<file path="src/rtl/disp_sync_rx.sv">
// Sync-side receiver: recovers pixel/line counts from hsync/vsync, measures timing,
// and locks once LOCK_FRAMES consecutive frames match the nominal timing.
module disp_sync_rx #(
  parameter int unsigned H_TOTAL     = 800,
  parameter int unsigned V_TOTAL     = 521,
  parameter int unsigned H_SYNC      = 96,
  parameter int unsigned H_ACT_START = 144,
  parameter int unsigned H_ACT_END   = 784,
  parameter int unsigned V_ACT_START = 31,
  parameter int unsigned V_ACT_END   = 511,
  parameter int unsigned LOCK_FRAMES = 2
) (
  input  logic        clk_25MHz,
  input  logic        rst_n,
  input  logic        hsync_in,
  input  logic        vsync_in,
  output logic [9:0]  hcount,
  output logic [9:0]  vcount,
  output logic [10:0] line_len,
  output logic [10:0] frame_lines,
  output logic        locked,
  output logic        de,
  output logic        sync_err
);

  localparam logic [2:0] StSearch = 3'd0;
  localparam logic [2:0] StCheck  = 3'd1;
  localparam logic [2:0] StLocked = 3'd2;

  localparam logic [10:0] HTot   = 11'(H_TOTAL);
  localparam logic [10:0] VTot   = 11'(V_TOTAL);
  localparam logic [10:0] HSyncW = 11'(H_SYNC);
  localparam logic [9:0]  HActS  = 10'(H_ACT_START);
  localparam logic [9:0]  HActE  = 10'(H_ACT_END);
  localparam logic [9:0]  VActS  = 10'(V_ACT_START);
  localparam logic [9:0]  VActE  = 10'(V_ACT_END);
  localparam logic [3:0]  LockN  = 4'(LOCK_FRAMES);

  // Bit 0/1 synchronize, bit 2 is the history flop for edge detection.
  logic [2:0]  hs_sync_q, hs_sync_d, vs_sync_q, vs_sync_d;
  logic [9:0]  hcount_q, hcount_d, vcount_q, vcount_d;
  logic [10:0] line_len_q, line_len_d, frame_lines_q, frame_lines_d;
  logic [10:0] hs_cnt_q, hs_cnt_d, hs_width_q, hs_width_d;
  logic [2:0]  state_q, state_d;
  logic [3:0]  good_cnt_q, good_cnt_d;
  logic        frame_bad_q, frame_bad_d;
  logic        seen_q, seen_d;
  logic        sync_err_q, sync_err_d;

  logic        hs_r, hs_f, vs_r;
  logic [10:0] hlen_new, vlen_new;
  logic        h_sat, v_sat, line_bad, frame_ok;

  assign hs_r     = hs_sync_q[1] & ~hs_sync_q[2];
  assign hs_f     = ~hs_sync_q[1] & hs_sync_q[2];
  assign vs_r     = vs_sync_q[1] & ~vs_sync_q[2];
  assign hlen_new = {1'b0, hcount_q} + 11'd1;
  assign vlen_new = {1'b0, vcount_q} + 11'd1;
  // Counters reaching saturation means the corresponding sync has gone missing.
  assign h_sat    = ~hs_r & (hcount_q == 10'h3fe);
  assign v_sat    = ~vs_r & hs_r & (vcount_q == 10'h3fe);
  assign line_bad = (hs_r & seen_q & ((hlen_new != HTot) | (hs_width_q != HSyncW))) | h_sat;
  assign frame_ok = (vlen_new == VTot) & ~frame_bad_q & ~line_bad;

  always_comb begin
    hs_sync_d     = {hs_sync_q[1:0], hsync_in};
    vs_sync_d     = {vs_sync_q[1:0], vsync_in};
    hcount_d      = hcount_q;
    line_len_d    = line_len_q;
    vcount_d      = vcount_q;
    frame_lines_d = frame_lines_q;

    if (hs_r) begin
      line_len_d = hlen_new;
      hcount_d   = '0;
    end else if (hcount_q != 10'h3ff) begin
      hcount_d = hcount_q + 10'd1;
    end

    if (vs_r) begin
      frame_lines_d = vlen_new;
      vcount_d      = '0;
    end else if (hs_r && (vcount_q != 10'h3ff)) begin
      vcount_d = vcount_q + 10'd1;
    end

    if (hs_r) begin
      hs_cnt_d = 11'd1;
    end else if (hs_sync_q[1] && (hs_cnt_q != 11'h7ff)) begin
      hs_cnt_d = hs_cnt_q + 11'd1;
    end else begin
      hs_cnt_d = hs_cnt_q;
    end
    hs_width_d = hs_f ? hs_cnt_q : hs_width_q;
  end

  always_comb begin
    state_d     = state_q;
    good_cnt_d  = good_cnt_q;
    frame_bad_d = frame_bad_q;
    sync_err_d  = 1'b0;
    seen_d      = seen_q | hs_r;
    case (state_q)
      StSearch: begin
        if (vs_r) begin
          state_d     = StCheck;
          good_cnt_d  = '0;
          frame_bad_d = 1'b0;
          // An hsync coincident with the entering vsync starts the first measured line.
          seen_d      = hs_r;
        end
      end
      StCheck: begin
        if (vs_r) begin
          frame_bad_d = 1'b0;
          if (!frame_ok) begin
            good_cnt_d = '0;
          end else if ((good_cnt_q + 4'd1) >= LockN) begin
            good_cnt_d = LockN;
            state_d    = StLocked;
          end else begin
            good_cnt_d = good_cnt_q + 4'd1;
          end
        end else if (line_bad) begin
          frame_bad_d = 1'b1;
        end
      end
      StLocked: begin
        if (line_bad || v_sat || (vs_r && (vlen_new != VTot))) begin
          state_d    = StSearch;
          sync_err_d = 1'b1;
        end
      end
      default: state_d = StSearch;
    endcase
  end

  always_ff @(posedge clk_25MHz or negedge rst_n) begin
    if (!rst_n) begin
      hs_sync_q     <= '0;
      vs_sync_q     <= '0;
      hcount_q      <= '0;
      vcount_q      <= '0;
      line_len_q    <= '0;
      frame_lines_q <= '0;
      hs_cnt_q      <= '0;
      hs_width_q    <= '0;
      state_q       <= StSearch;
      good_cnt_q    <= '0;
      frame_bad_q   <= 1'b0;
      seen_q        <= 1'b0;
      sync_err_q    <= 1'b0;
    end else begin
      hs_sync_q     <= hs_sync_d;
      vs_sync_q     <= vs_sync_d;
      hcount_q      <= hcount_d;
      vcount_q      <= vcount_d;
      line_len_q    <= line_len_d;
      frame_lines_q <= frame_lines_d;
      hs_cnt_q      <= hs_cnt_d;
      hs_width_q    <= hs_width_d;
      state_q       <= state_d;
      good_cnt_q    <= good_cnt_d;
      frame_bad_q   <= frame_bad_d;
      seen_q        <= seen_d;
      sync_err_q    <= sync_err_d;
    end
  end

  assign hcount      = hcount_q;
  assign vcount      = vcount_q;
  assign line_len    = line_len_q;
  assign frame_lines = frame_lines_q;
  assign locked      = (state_q == StLocked);
  assign sync_err    = sync_err_q;
  assign de          = locked & (hcount_q >= HActS) & (hcount_q < HActE) &
                       (vcount_q >= VActS) & (vcount_q < VActE);

endmodule

</file>
<file path="config.mk">
export PLATFORM = sky130hd
export DESIGN_NAME = disp_sync_rx
export DESIGN_NICKNAME = d
export VERILOG_FILES = /design/src/rtl/disp_sync_rx.sv
export SDC_FILE = /design/constraint.sdc
export NUM_CORES = 1
export LEC_CHECK = 0
export BUFFER_PORTS_ARGS = -buffer_cell sky130_fd_sc_hd__clkbuf_2
export CORE_AREA = 2 2 90 92
export DETAILED_ROUTE_END_ITERATION = 12
export DIE_AREA = 0 0 92 94
export PLACE_DENSITY = 0.83
export SYNTH_ARGS = -nofsm -noshare
export SYNTH_HDL_FRONTEND = slang
export SYNTH_SLANG_ARGS = --single-unit
</file>
<file path="constraint.sdc">
create_clock -name clk_25MHz -period 2.2 [get_ports clk_25MHz]
set_clock_uncertainty 0.05 [all_clocks]
set_input_delay 0.11 -clock clk_25MHz [delete_from_list [all_inputs] [get_ports clk_25MHz]]
set_output_delay 0.11 -clock clk_25MHz [all_outputs]
set_load 0.02 [all_outputs]
</file>
# After elaboration in Yosys (flattened, before gate mapping)
# Index checks and enable logic that the tools add are counted.
# Widths: inputs -> output; s select.
[totals] inputBits=4 word_cells=103 output_inout_bits=45 regBits=80
[classes] n_mux=25 reduce_logical=13 n_addsub=6 bitwise_logic=24 n_eq_ne=17 magnitude_cmp=5
[op_table] cell="$mux 10" n=4
[op_table] cell="$add 10x1->11 const B" n=2
[op_table] cell="$mux 11" n=2
[op_table] cell="$ne 11x10->1 const B" n=2
[op_table] cell="$add 10x1->10 const B" n=2
[op_table] cell="$eq 10x10->1 const B" n=2
[op_table] cell="$ne 10x10->1 const B" n=2
[op_table] cell="$mux 4" n=4
[op_table] cell="$mux 3" n=5
[op_table] cell="$and 1x1->1" n=14
[op_table] cell="$add 11x1->11 const B" n=1
[op_table] cell="$eq 11x10->1 const B" n=1
[op_table] cell="$ne 11x11->1 const B" n=1
[op_table] cell="$ne 11x7->1 const B" n=1
[op_table] cell="$ge 10x5->1 const B" n=1
[op_table] cell="$ge 10x8->1 const B" n=1
[op_table] cell="$lt 10x10->1 const B" n=1
[op_table] cell="$lt 10x9->1 const B" n=1
[op_table] cell="$pmux 3 s3" n=1
[op_table] cell="$ne 2x2->1 const B" n=4
[op_table] cell="$pmux 4 s2" n=1
[op_table] cell="$reduce_bool 2->1" n=4
[op_table] cell="$mux 1" n=7
[op_table] cell="$not 1->1" n=7
[op_table] cell="other kinds (13)" n=19

# Logic depth before layout (Yosys ltp)
# Gate-level depths: netlist (run 1).
[depth] depth_word=10 mapped_depth=9 ltp_nobuf=7

# Least setup slack after synthesis (run 1)
# OpenSTA, ideal clock, no wires.
[synth_timing] path_type="reg-to-reg" start="reg hcount_q[0], in the netlist hcount[0]" end="reg good_cnt_q[0]" period_less_slack_ps=2429 arrival_ps=2284 path_stages_with_launch=8 slack_ps=-229 t_required_ps=2055 setup_time_ps=95 n_path_buf=1 path_cell_list="dfrtp_1 ha_1 and3_1 buf_2 o32a_1 or4b_1 o21a_1 o31ai_1"
[synth_between] elab_chain_cells=10 word_cells_on_any_way=12 classes_between="add/sub: 1; eq/ne: 2; mux: 3; bitwise: 6"
[synth_lines] element="start: declaration" line_no="41" rtl="logic [9:0] hcount_q, hcount_d, vcount_q, vcount_d;"
[synth_lines] element="start signal: assignment" line_no="156" rtl="hcount_q <= hcount_d;"
[synth_lines] element="$add 10x1->11" line_no="57" rtl="assign hlen_new = {1'b0, hcount_q} + 11'd1;"
[synth_lines] element="$ne 11x10->1" line_no="62" rtl="assign line_bad = (hs_r & seen_q & ((hlen_new != HTot) | (hs_width_q != HSyncW))) | h_sat;"
[synth_lines] element="$or 1x1->1" line_no="62"
[synth_lines] element="$and 1x1->1" line_no="62"
[synth_lines] element="$or 1x1->1 *" line_no="62"
[synth_lines] element="$not 1->1 *" line_no="63" rtl="assign frame_ok = (vlen_new == VTot) & ~frame_bad_q & ~line_bad;"
[synth_lines] element="$and 1x1->1 *" line_no="63"
[synth_lines] element="$mux 4 *" line_no="116" rtl="if (!frame_ok) begin"
[synth_lines] element="$mux 4 *" line_no="114" rtl="if (vs_r) begin"
[synth_lines] element="$pmux 4 s2 *" line_no="103" rtl="case (state_q)"
[synth_lines] element="end signal: assignment" line_no="163" rtl="good_cnt_q <= good_cnt_d;"
[synth_lines] element="end: declaration" line_no="45" rtl="logic [3:0] good_cnt_q, good_cnt_d;"
# Mark *: on every way between the ends. The rest lies on a longest branch, timed or not. The select of a mux whose other input is x is not followed.
# A chain may end at the register's enable or synchronous reset.

# Final worst setup path (run 1)
[layout_timing] start="reg hcount_q[1], in the netlist hcount[1]" end="reg good_cnt_q[0]"
# Same word-level chain as after synthesis.

==> metrics list, run 1 <==
- The run finished with clean final reports.
* DR WL/cell: 15.3 µm
* Initial cell density of the core: 0.512
- For this design the ratio of total power to cell area is 776 mW/mm².
* Actual slew at the worst max-slew pin: 0.494 ns
- After detailed routing, the number of remaining DRC violations is 0.
* WP buf/inv: 0
- The path class of the tightest hold or removal check is input pin to asynchronous set/reset pin.
- Yosys printed 0 warnings.
* Area enclosed by the die boundary: 0.00865 mm²
* Worst Path Max Fanout: 4
- Post-synth top area cell: dfrtp_1
- Of the total power, combinational logic draws 0.178.
* Reg2Reg Capture Point: good_cnt_q[0]$_DFFE_PN0P_
- The slowest stage of the critical path belongs to the cell or4b_4.
- In this run the vertical extent of the chip is 94 µm.
- The final number of hold-violating endpoints was 0.
- The startpoint identified for the worst register-to-register timing path is hcount[1]$_DFFE_PN0P_.
- The share of synthesized area in the top cell type comes to 0.507.
* Ant. Diodes: 0
- Routed via count: 3128
- TritonCTS built the clock tree.
- After global routing the overflow that remains totals 0.
* Async set or reset register ratio after synthesis: 1.00
- Clock tree synthesis found a total of 79 sinks.
* Peak ir drop on the vdd network: 450 µV
- Final critical path time including I/O delays and setup: 2.20 ns
- The first global-routing pass estimated 14700 µm of wire.
* Cell area after technology mapping: 0.00390 mm²
- Critical Path Source Type: flip-flop
- Worst Setup End Kind: flip-flop
- CP max stage delay: 0.54 ns
- The detail route stage leaves a number of antenna-violating nets equal to 0.
* Register clock-pin slew on the reported worst setup and hold paths: 0.09 ns
- Reported net switching power: 1.07 mW
- The share of total power dissipated in sequential elements is 0.469.
- Average cell area after synthesis: 9.92 µm²
* Post-Syn Instances: 393
* Nets@finish: 476
* Slew Viols, Final: 0
- The most used flip-flop cell after synthesis is dfrtp_1.
- The die is 92 µm wide.
- Count of standard-cell rows: 32
- Count of flip-flops with a built-in enable after synthesis: 0
* Largest net degree at the start of global routing: 61
* Distinct cell type count of the synthesized netlist: 49
- Clk Latency, worst-skew pair: 0.36 ns
* Number of iterations in the first detailed-routing pass: 5
- Data arrival time at the worst-slack endpoint: 2.41 ns
* Number of buffers added on ports: 48
* Gr usage total: 0.220
- The tree is rooted in a clkbuf_8.
* Placed cell count: 546
- Kind of cell adding the most delay to the critical path: simple AND/OR/NAND/NOR gates
- Routability Congestion: 0.905
- Most area-consuming cells after synthesis: dfrtp_1, nand2_1, xnor2_1
* RSZ-0062 raised after global routing: true
- Switching share of total power: 0.288
- Cell internal power was estimated by the tool at 2.64 mW.
- The number of antenna violations at the first check in global routing was 0.
- Number of H-tree levels: 3
- The wire-length estimate of the detail-placed layout is 6080 µm.
- In the final layout, the share of cells above drive strength 1 is 0.299.
- Leakage power: 2.20 nW
- Max-cap violations: 0
* Register-to-register path setup slack: 0.0009 ns
- Overall routed net length: 8750 µm
* Clock tree buffer depth: 2
- Of the available clock period, the critical path in the final layout requires 1.00.
- Portion of total power attributed to the clock network: 0.353
- Based on the critical path, the design can be clocked at up to 0.455 GHz.
* Std-Cell Core Area: 0.00761 mm²
- After routing, the total negative slack on setup checks comes to 0 ns.
- The share of the Yosys chip area taken by registers is 0.507.
- Compared with the post-synthesis result, the final layout area differs by 22.5%.
- In this run, CTS created clock tree buffers numbering 9.
* Endpoint required time on the critical path: 2.41 ns
- Counting cells, the worst reg-to-reg path comes to 6.
* Detailed Route Iter0 Violations: 232
- Total of flip-flops plus latches after synthesis: 79
* Relative slew slack: 0.671
* Count of boundary I/O pins: 49
- The number of nets handed over by synthesis was 406.
* Number of global-route vias before repair: 3098
- Mean number of vias per cell: 5.49
* Non-filler cells, final: 570
- The signal on the critical path passes through ha_4 -> and3_4 -> o32a_1 -> or4b_4 -> o21a_1 -> o31ai_2.
- Setup violations remaining at the end of the flow were counted as 0.
- Most common cell after layout, fill and taps aside: dfrtp_1
* Worst setup path class: flip-flop to flip-flop
* Top library cells by usage in the layout, fill and taps aside: dfrtp_1, clkbuf_2, nand2_1
[stage by stage]
stage | total power, mW | setup WS [ns] | instance area, µm² | utilization | hold WS (ns)
floorplan | 2.14 | -0.0561 | 3970 | - | -0.236
global placement | 2.35 | 0.0539 | 4430 | 0.582 | -0.0369
detailed placement | 2.39 | -0.0719 | 4430 | 0.582 | -0.0308
CTS | 3.73 | 0.00208 | 4750 | 0.624 | 0.126
global route | 3.90 | -0.0447 | 4780 | 0.628 | 0.161
finish | 3.70 | 0.000867 | 4780 | 0.628 | 0.130
[layout make-up]
type | instances | area (µm²)
clock inverters | 7 | 120
fillers | 618 | 2830
repair buffers | 88 | 563
flip-flops and latches | 79 | 1990
multi-input cells | 274 | 1810
well taps | 102 | 128
clock buffers | 9 | 124
inverters | 11 | 41.3
[cells in the mapped netlist, types with 2 or more instances]
library cell	n
o22ai_1	2
a211oi_1	2
xor2_1	16
and4_1	3
o21ai_0	26
and3_1	7
clkbuf_1	19
dfrtp_1	79
or4_1	3
nand4_1	8
ha_1	9
nor3_1	11
buf_4	3
nor2b_1	3
nor2_1	35
nor4_1	3
mux2_2	12
a31oi_1	9
xnor2_1	18
buf_2	5
nand2b_1	6
or3_1	2
o21ai_1	3
o31ai_1	4
nand3_1	16
a21oi_1	12
nand2_1	43
inv_1	11
o21a_1	3
[registers in the layout, indices dropped and copies added (netlist names)]
name         count
frame_bad_q      1
frame_lines     11
good_cnt_q       4
hcount          10
hs_cnt_q        11
hs_sync_q        3
hs_width_q      11
line_len        11
seen_q           1
state_q          2
sync_err         1
vcount          10
vs_sync_q        3
[worst max path at each step]
stage	slack, ns	start	to	depth (start not counted)
5_1_grt	-0.04	hcount[1]$_DFFE_PN0P_	good_cnt_q[0]$_DFFE_PN0P_	7
3_3_place_gp	0.05	hcount[1]$_DFFE_PN0P_	good_cnt_q[0]$_DFFE_PN0P_	6
2_1_floorplan	-0.06	hcount[0]$_DFFE_PN0P_	good_cnt_q[0]$_DFFE_PN0P_	7
6_report	0.0009	hcount[1]$_DFFE_PN0P_	good_cnt_q[0]$_DFFE_PN0P_	6
4_1_cts	0.002	hcount[2]$_DFFE_PN0P_	good_cnt_q[0]$_DFFE_PN0P_	6
3_5_place_dp	-0.07	hcount[2]$_DFFE_PN0P_	good_cnt_q[0]$_DFFE_PN0P_	6
[cell families after synthesis]
family / share of synthesized area
simple gates: 0.194
flops: 0.507
compound gates: 0.114
buf+inv: 0.0449
xor+xnor: 0.0764
mux: 0.0347
fa+ha+maj: 0.0289
[layer usage]
metal	vias to the layer above	global-route usage	part of all wire
li1	1505	-	-
met1	1511	0.274	0.42
met2	97	0.367	0.51
met3	15	0.0506	0.054
met4	0	0.0983	0.021
met5	-	0	0
[timing repair]
item,4_1_cts,5_1_grt
resized for setup,5,4
pin swaps,1,0
endpoints found under the hold margin,81,0
hold buffers,3,0
endpoints found under the setup margin,3,6
buffers inserted,2,3
[power groups by stage]
stage | logic [mW] | registers, mW | clock network (mW)
after CTS | 0.655 | 1.74 | 1.34
after detailed placement | 0.623 | 1.76 | 0
final | 0.658 | 1.74 | 1.31
after global routing | 0.741 | 1.76 | 1.40
after floorplan | 0.296 | 1.84 | 0
after global placement | 0.600 | 1.75 | 0
Power figures use the tool's default switching activity.
==> run 2, diff against run 1 <==
--- a/config.mk
+++ b/config.mk
@@ -6,10 +6,10 @@
 export NUM_CORES = 1
 export LEC_CHECK = 0
 export BUFFER_PORTS_ARGS = -buffer_cell sky130_fd_sc_hd__clkbuf_2
-export CORE_AREA = 2 2 90 92
+export CORE_AREA = 2 2 102 104
 export DETAILED_ROUTE_END_ITERATION = 12
-export DIE_AREA = 0 0 92 94
-export PLACE_DENSITY = 0.83
+export DIE_AREA = 0 0 104 106
+export PLACE_DENSITY = 0.69
 export SYNTH_ARGS = -nofsm -noshare
 export SYNTH_HDL_FRONTEND = slang
 export SYNTH_SLANG_ARGS = --single-unit
==> metrics list, run 2 (synthesis gave the netlist of run 1 again) <==
- Run status: finished with violations
- The final reports fail on negative setup slack.
- TritonCTS built the clock tree.
- The number of levels the H-tree was split into came to 3 (unchanged).
* GRT busiest layer: met2
- Global-route wire length before repair: 14600 µm (-0.52%)
- The power per unit of standard cell area was 752 mW/mm² (-3.0%).
* Path class of the lowest-slack min-delay path: input pin to asynchronous set/reset pin
- The total leakage power came to 2.20 nW (+0.24%).
- Post-DP HPWL: 6050 µm (-0.55%)
- The final routed wirelength across all metal layers came to 8580 µm (-1.9%).
* Peak ir drop on the vdd network: 445 µV (-1.1%)
- Ant. Diodes: 0 (unchanged)
- Area enclosed by the die boundary: 0.0110 mm² (+27%)
* Initial antenna violation count: 0 (unchanged)
- Slew Viols, Final: 0 (unchanged)
- The final number of hold-violating endpoints is 0 (unchanged).
- Final worst hold slack: 0.254 ns (+0.123 ns)
* Clock root cell: clkbuf_8
- Top library cells by usage in the layout, fill and taps aside: dfrtp_1, clkbuf_2, nand2_1
- The met1 capacity usage during global routing was 0.215 (-0.0589).
- The remaining global-route overflow was 0 (unchanged).
- The maximum count of clock buffers along a single path was 2 (unchanged).
- Placed cell area: 0.00447 mm² (+1.0%)
- Register clock-pin slew on the reported worst setup and hold paths: 0.09 ns (about the same)
* Routed via count: 3058 (-2.2%)
- The overall die height came to 106 µm (+13%).
- Non-filler cells, final: 606 (+6.3%)
- The share of cells above drive strength 1 was 0.304 (+0.00511).
- Gr usage total: 0.164 (-0.0557)
- The worst-case register-to-register setup slack came to -0.003 ns (about the same).
* Number of CTS-inserted buffers: 9 (unchanged)
- The area of the placeable core came to 0.0100 mm² (+31%).
- The per-cell routed wire length was 14.2 µm (-7.7%).
- The number of global-route vias before repair came to 3016 (-2.6%).
* Number of buffers added on ports: 48 (unchanged)
- Reg2reg path depth: 6 (unchanged)
* Clock tree sinks: 79 (unchanged)
- Mean number of vias per cell: 5.05 (-8.0%)
* Overall power consumption: 3.64 mW (-1.8%)
- Number of iterations in the first detailed-routing pass: 5 (unchanged)
- The routability-driven placement congestion ratio is 0.862 (-4.8%).
- The fraction of met2 tracks used by global routing was 0.259 (-0.108).
- Utilization after layout: 0.483 (-0.144)
* Max-cap violations: 0 (unchanged)
- Period utilization: 1.00 (+0.00190)
- The critical path is of the flip-flop to flip-flop type.
- The data required time at the worst endpoint came to 2.40 ns (about the same).
- STA classifies the critical path startpoint as a flip-flop.
* GR Util met3: 0.0417 (-0.00887)
* R2R Path Start: hcount[1]$_DFFE_PN0P_
- The largest net degree at the start of global routing came to 46 (-25%).
- The pin slew with the least headroom to its limit is 0.576 ns (+0.0821 ns).
* Highest clock frequency the design can meet: 0.454 GHz (-0.19%)
- Horizontal extent of the die: 104 µm (+13%)
- The number of rows in the core area was 37 (+16%).
- RSZ-0062 raised after global routing: true
- Count of boundary I/O pins: 49 (unchanged)
- The post-placement setup slack came to -0.107 ns (-0.0352 ns).
* Data arrival time at the worst-slack endpoint: 2.40 ns (about the same)
* Number of remaining DRC errors: 0 (unchanged)
* Most common cell after layout, fill and taps aside: dfrtp_1
* Final instance area: 0.00483 mm² (+1.2%)
- The final worst slack was -0.00332 ns (-0.00419 ns).
* Antenna violation net count after detailed routing: 0 (unchanged)
* Relative slew slack: 0.616 (-0.0547)
* Reg2Reg Capture Point: good_cnt_q[0]$_DFFE_PN0P_
- The effective utilization at floorplan was 0.390 (-0.123).
- The minimum clock period after layout was 2.20 ns (+0.00419 ns).
- The insertion delay of the later-clocked pin in the worst-skew pair is 0.35 ns (about the same).
* Placed cell count: 582 (+6.6%)
- Detailed Route Iter0 Violations: 144 (-38%)
* Sum Neg Setup Slack: -0.00332 ns (-0.00332 ns)
- Synthesis-to-finish area growth: 24.0%
- STA classifies the critical path endpoint as a flip-flop.
- Total setup violations reported at the end of the flow: 1 (+1)
- Worst Path Max Fanout: 4 (unchanged)
- Nets@finish: 478 (+0.42%)
## run 2: routing by layer
metal  up-vias  part of all wire
met1      1489              0.45
met2        60              0.49
li1       1501                 -
met3         8             0.046
met5         -                 0
met4         0             0.014
## run 2: worst max path at each step
stage | endpoint | depth (start not counted) | slack [ns] | from
after floorplan | good_cnt_q[0]$_DFFE_PN0P_ | 7 | -0.06 | hcount[0]$_DFFE_PN0P_
after global placement | good_cnt_q[0]$_DFFE_PN0P_ | 6 | 0.04 | hcount[1]$_DFFE_PN0P_
after detailed placement | good_cnt_q[0]$_DFFE_PN0P_ | 6 | -0.11 | hcount[0]$_DFFE_PN0P_
after CTS | good_cnt_q[0]$_DFFE_PN0P_ | 6 | -0.001 | hcount[1]$_DFFE_PN0P_
after global routing | good_cnt_q[0]$_DFFE_PN0P_ | 7 | -0.08 | hcount[1]$_DFFE_PN0P_
final | good_cnt_q[0]$_DFFE_PN0P_ | 6 | -0.003 | hcount[1]$_DFFE_PN0P_
## run 2: power breakdown
group	internal, mW	switching, mW	leakage [nW]
sequential	1.60	0.143	1.04
combinational	0.290	0.379	1.05
clock	0.706	0.521	0.117
## run 2: worst max-delay path: stages, from the launching register on
cell and delay [ns]:
dfrtp_2 0.45, ha_4 0.18, and3_4 0.20, o32a_1 0.28
or4b_4 0.53, o21a_1 0.22, o31ai_2 0.19
## run 2: what timing repair did
item	in CTS	in global routing
hold endpoints to repair	45	0
hold buffers	3	0
buffers inserted	0	5
pin swaps	1	2
gates resized for setup	6	7
setup endpoints to repair	5	8
## run 2: cell type report
| cell class | instances | area, µm² |
|---|---|---|
| well taps | 136 | 170 |
| fillers | 923 | 5160 |
| multi-input cells | 274 | 1840 |
| clock inverters | 4 | 77.6 |
| inverters | 11 | 41.3 |
| repair buffers | 90 | 566 |
| flip-flops and latches | 79 | 1990 |
| clock buffers | 12 | 155 |
==> run 3, diff against run 2 <==
==> constraint.sdc (replaced) <==
create_clock -name clk_25MHz -period 1.8 [get_ports clk_25MHz]
set_clock_uncertainty 0.05 [all_clocks]
set_input_delay 0.09 -clock clk_25MHz [delete_from_list [all_inputs] [get_ports clk_25MHz]]
set_output_delay 0.09 -clock clk_25MHz [all_outputs]
set_load 0.02 [all_outputs]
==> metrics list, run 3 (synthesis gave the netlist of run 1 again) <==
* Nets@finish: 515 (+7.7%)
- The setup-violating endpoint count in the final report is 9 (+8).
* Register-to-register path setup slack: -0.37 ns (-0.36 ns)
* Std-Cell Core Area: 0.0100 mm² (unchanged)
* Number of CTS-inserted buffers: 9 (unchanged)
- STA classifies the critical path startpoint as a flip-flop.
- Count of standard-cell rows: 37 (unchanged)
- The pin slew with the least headroom to its limit is 0.349 ns (-0.227 ns).
- Peak ir drop on the vdd network: 334 µV (-25%)
- CP max stage delay: 0.55 ns (+0.02 ns)
- The final routed wirelength across all metal layers was 9160 µm (+6.7%).
* Final critical path time including I/O delays and setup: 2.17 ns (-0.0381 ns)
- Number of buffers added on ports: 48 (unchanged)
- Ant. Diodes: 0 (unchanged)
* Number of H-tree levels: 3 (unchanged)
* Cell Chain, Critical Path: nand4_4 -> or4_4 -> a2111oi_4 -> and3_1 -> and3_1 -> a21oi_1
- Worst Path Max Fanout: 3 (-1)
* Multi-input gate area in the final layout: 0.00191 mm² (+3.9%)
* Proportion of layout cells with a drive suffix above 1: 0.379 (+0.0744)
* Count of boundary I/O pins: 49 (unchanged)
* Total power divided by cell area: 838 mW/mm² (+11%)
- The top achievable clock speed was 0.462 GHz (+1.8%).
* Clock tree sinks: 79 (unchanged)
- The utilization after layout is 0.518 (+0.0342).
* Data arrival time at the worst-slack endpoint: 2.34 ns (-0.06 ns)
* Clock root cell: clkbuf_8
- Global-route wire length before repair: 15600 µm (+6.6%)
* Period utilization: 1.20 (+0.201)
- The number of global-route vias before repair is 3308 (+9.7%).
* Instance count on the critical path: 6 (unchanged)
- The clock-pin slew on the worst setup and hold paths is 0.08 ns (about the same).
- Initial cell density of the core: 0.390 (unchanged)
- The remaining global-route overflow came to 0 (unchanged).
- The insertion delay of the later-clocked pin in the worst-skew pair was 0.36 ns (about the same).
- The overall die height is 106 µm (unchanged).
- Overall power consumption: 4.34 mW (+19%)
- Max-cap violations: 0 (unchanged)
* Mean number of vias per cell: 5.09 (+0.78%)
- The number of DRC markers after the initial detailed-route iteration came to 227 (+58%).
- The half-perimeter wire length of the detailed placement result was 6480 µm (+7.1%).
- Area enclosed by the die boundary: 0.0110 mm² (unchanged)
- Worst Setup End Kind: flip-flop
- TritonCTS built the clock tree.
- The per-cell routed wire length was 14.2 µm (+0.57%).
* Number of iterations in the first detailed-routing pass: 4 (-1)
* Relative slew slack: 0.767 (+0.150)
* Failing checks: negative setup slack
- The number of nets still failing antenna checks after routing came to 0 (unchanged).
* Routed via count: 3270 (+6.9%)
- The data required time at the worst endpoint is 1.98 ns (-0.42 ns).
- The number of antenna violations at the first check in global routing was 0 (unchanged).
- RSZ-0062 raised after global routing: true
* Leakage power: 2.40 nW (+8.9%)
* Run status: finished with violations
- Among the stages of the critical path, the cell type that occurs most often is and3_1.
- The worst hold slack came to 0.118 ns (-0.135 ns).
* Final Hold Fails: 0 (unchanged)
* Largest net degree at the start of global routing: 58 (+26%)
* Kind of cell adding the most delay to the critical path: simple AND/OR/NAND/NOR gates
- The cell depth of the worst flop-to-flop path was 6 (unchanged).
- Clock tree buffer depth: 2 (unchanged)
* WP buf/inv: 0 (unchanged)
* Path class of the lowest-slack min-delay path: input pin to asynchronous set/reset pin
- Routability Congestion: 0.849 (-1.5%)
* Synthesis-to-finish area growth: 32.8%
- Slew Viols, Final: 0 (unchanged)
* Horizontal extent of the die: 104 µm (unchanged)
- The largest individual stage delay along the critical path comes from the cell or4_4.
- The critical path is of the flip-flop to flip-flop type.
- The count of filler cells inserted in the layout came to 912 (-1.2%).
* Post-route setup slack: -0.365 ns (-0.362 ns)
- Number of remaining DRC errors: 0 (unchanged)
* Top library cells by usage in the layout, fill and taps aside: dfrtp_1, buf_4, clkbuf_2
* Area taken by flip-flops and latches: 0.00199 mm² (about the same)
* Gr usage total: 0.176 (+0.0118)
[run 3: changes by cell type in the layout (fill, tap and decap cells not counted), sizes merged]
cell    previous run  this run
buf               40        78
clkbuf            59        57
clkinv             2         4
bufinv             2         1
[run 3: metal layers]
layer  global-route usage  part of all wire  vias up
met3               0.0521             0.053       16
met4               0.0714             0.022        0
met1                0.226              0.44     1594
met2                0.280              0.48       87
li1                     -                 -     1573
met5                    0                 0        -
[run 3: layout make-up]
| type | count | share of cell area |
|---|---|---|
| Timing Repair Buffer | 127 | 0.171 |
| Sequential cell | 79 | 0.384 |
| Multi-Input combinational cell | 274 | 0.369 |
| Clock inverter | 5 | 0.00967 |
| Tap cell | 136 | 0.0329 |
| Inverter | 11 | 0.00798 |
| Clock buffer | 11 | 0.0254 |
[run 3: stage by stage]
stage | TNS [ns] | cells | cell area, µm² | setup WS, ns
2_1_floorplan | -2.42 | 393 | 4010 | -0.456
3_3_place_gp | -1.73 | 617 | 4780 | -0.345
3_5_place_dp | -2.06 | 617 | 4780 | -0.374
4_1_cts | -2.16 | 642 | 5090 | -0.345
5_1_grt | -3.06 | 643 | 5180 | -0.435
6_report | -2.18 | 643 | 5180 | -0.365
[run 3: worst paths after layout]
check | start | end
worst max register to register | vcount[5]$_DFFE_PN0P_ | state_q[0]$_DFFE_PN0P_
worst min-delay path | rst_n | vcount[4]$_DFFE_PN0P_
min in group clk_25MHz | vs_sync_q[0]$_DFF_PN0_ | vs_sync_q[1]$_DFF_PN0_
worst min register to register | vs_sync_q[0]$_DFF_PN0_ | vs_sync_q[1]$_DFF_PN0_
worst max-delay path | vcount[5]$_DFFE_PN0P_ | state_q[0]$_DFFE_PN0P_
max in group asynchronous | rst_n | vcount[6]$_DFFE_PN0P_
[run 3: report_power, final]
part           switching [mW]  internal, mW
sequential              0.148          1.95
clock                   0.628         0.633
combinational           0.533         0.446
[run 3: repair_timing]
action / in CTS / in global routing
endpoints found under the hold margin: 81 / 0
setup endpoints to repair: 9 / 19
cloned: 0 / 0
setup buffers: 6 / 2
pin swaps: 6 / 10
hold buffers: 3 / 0
gates resized for setup: 13 / 20
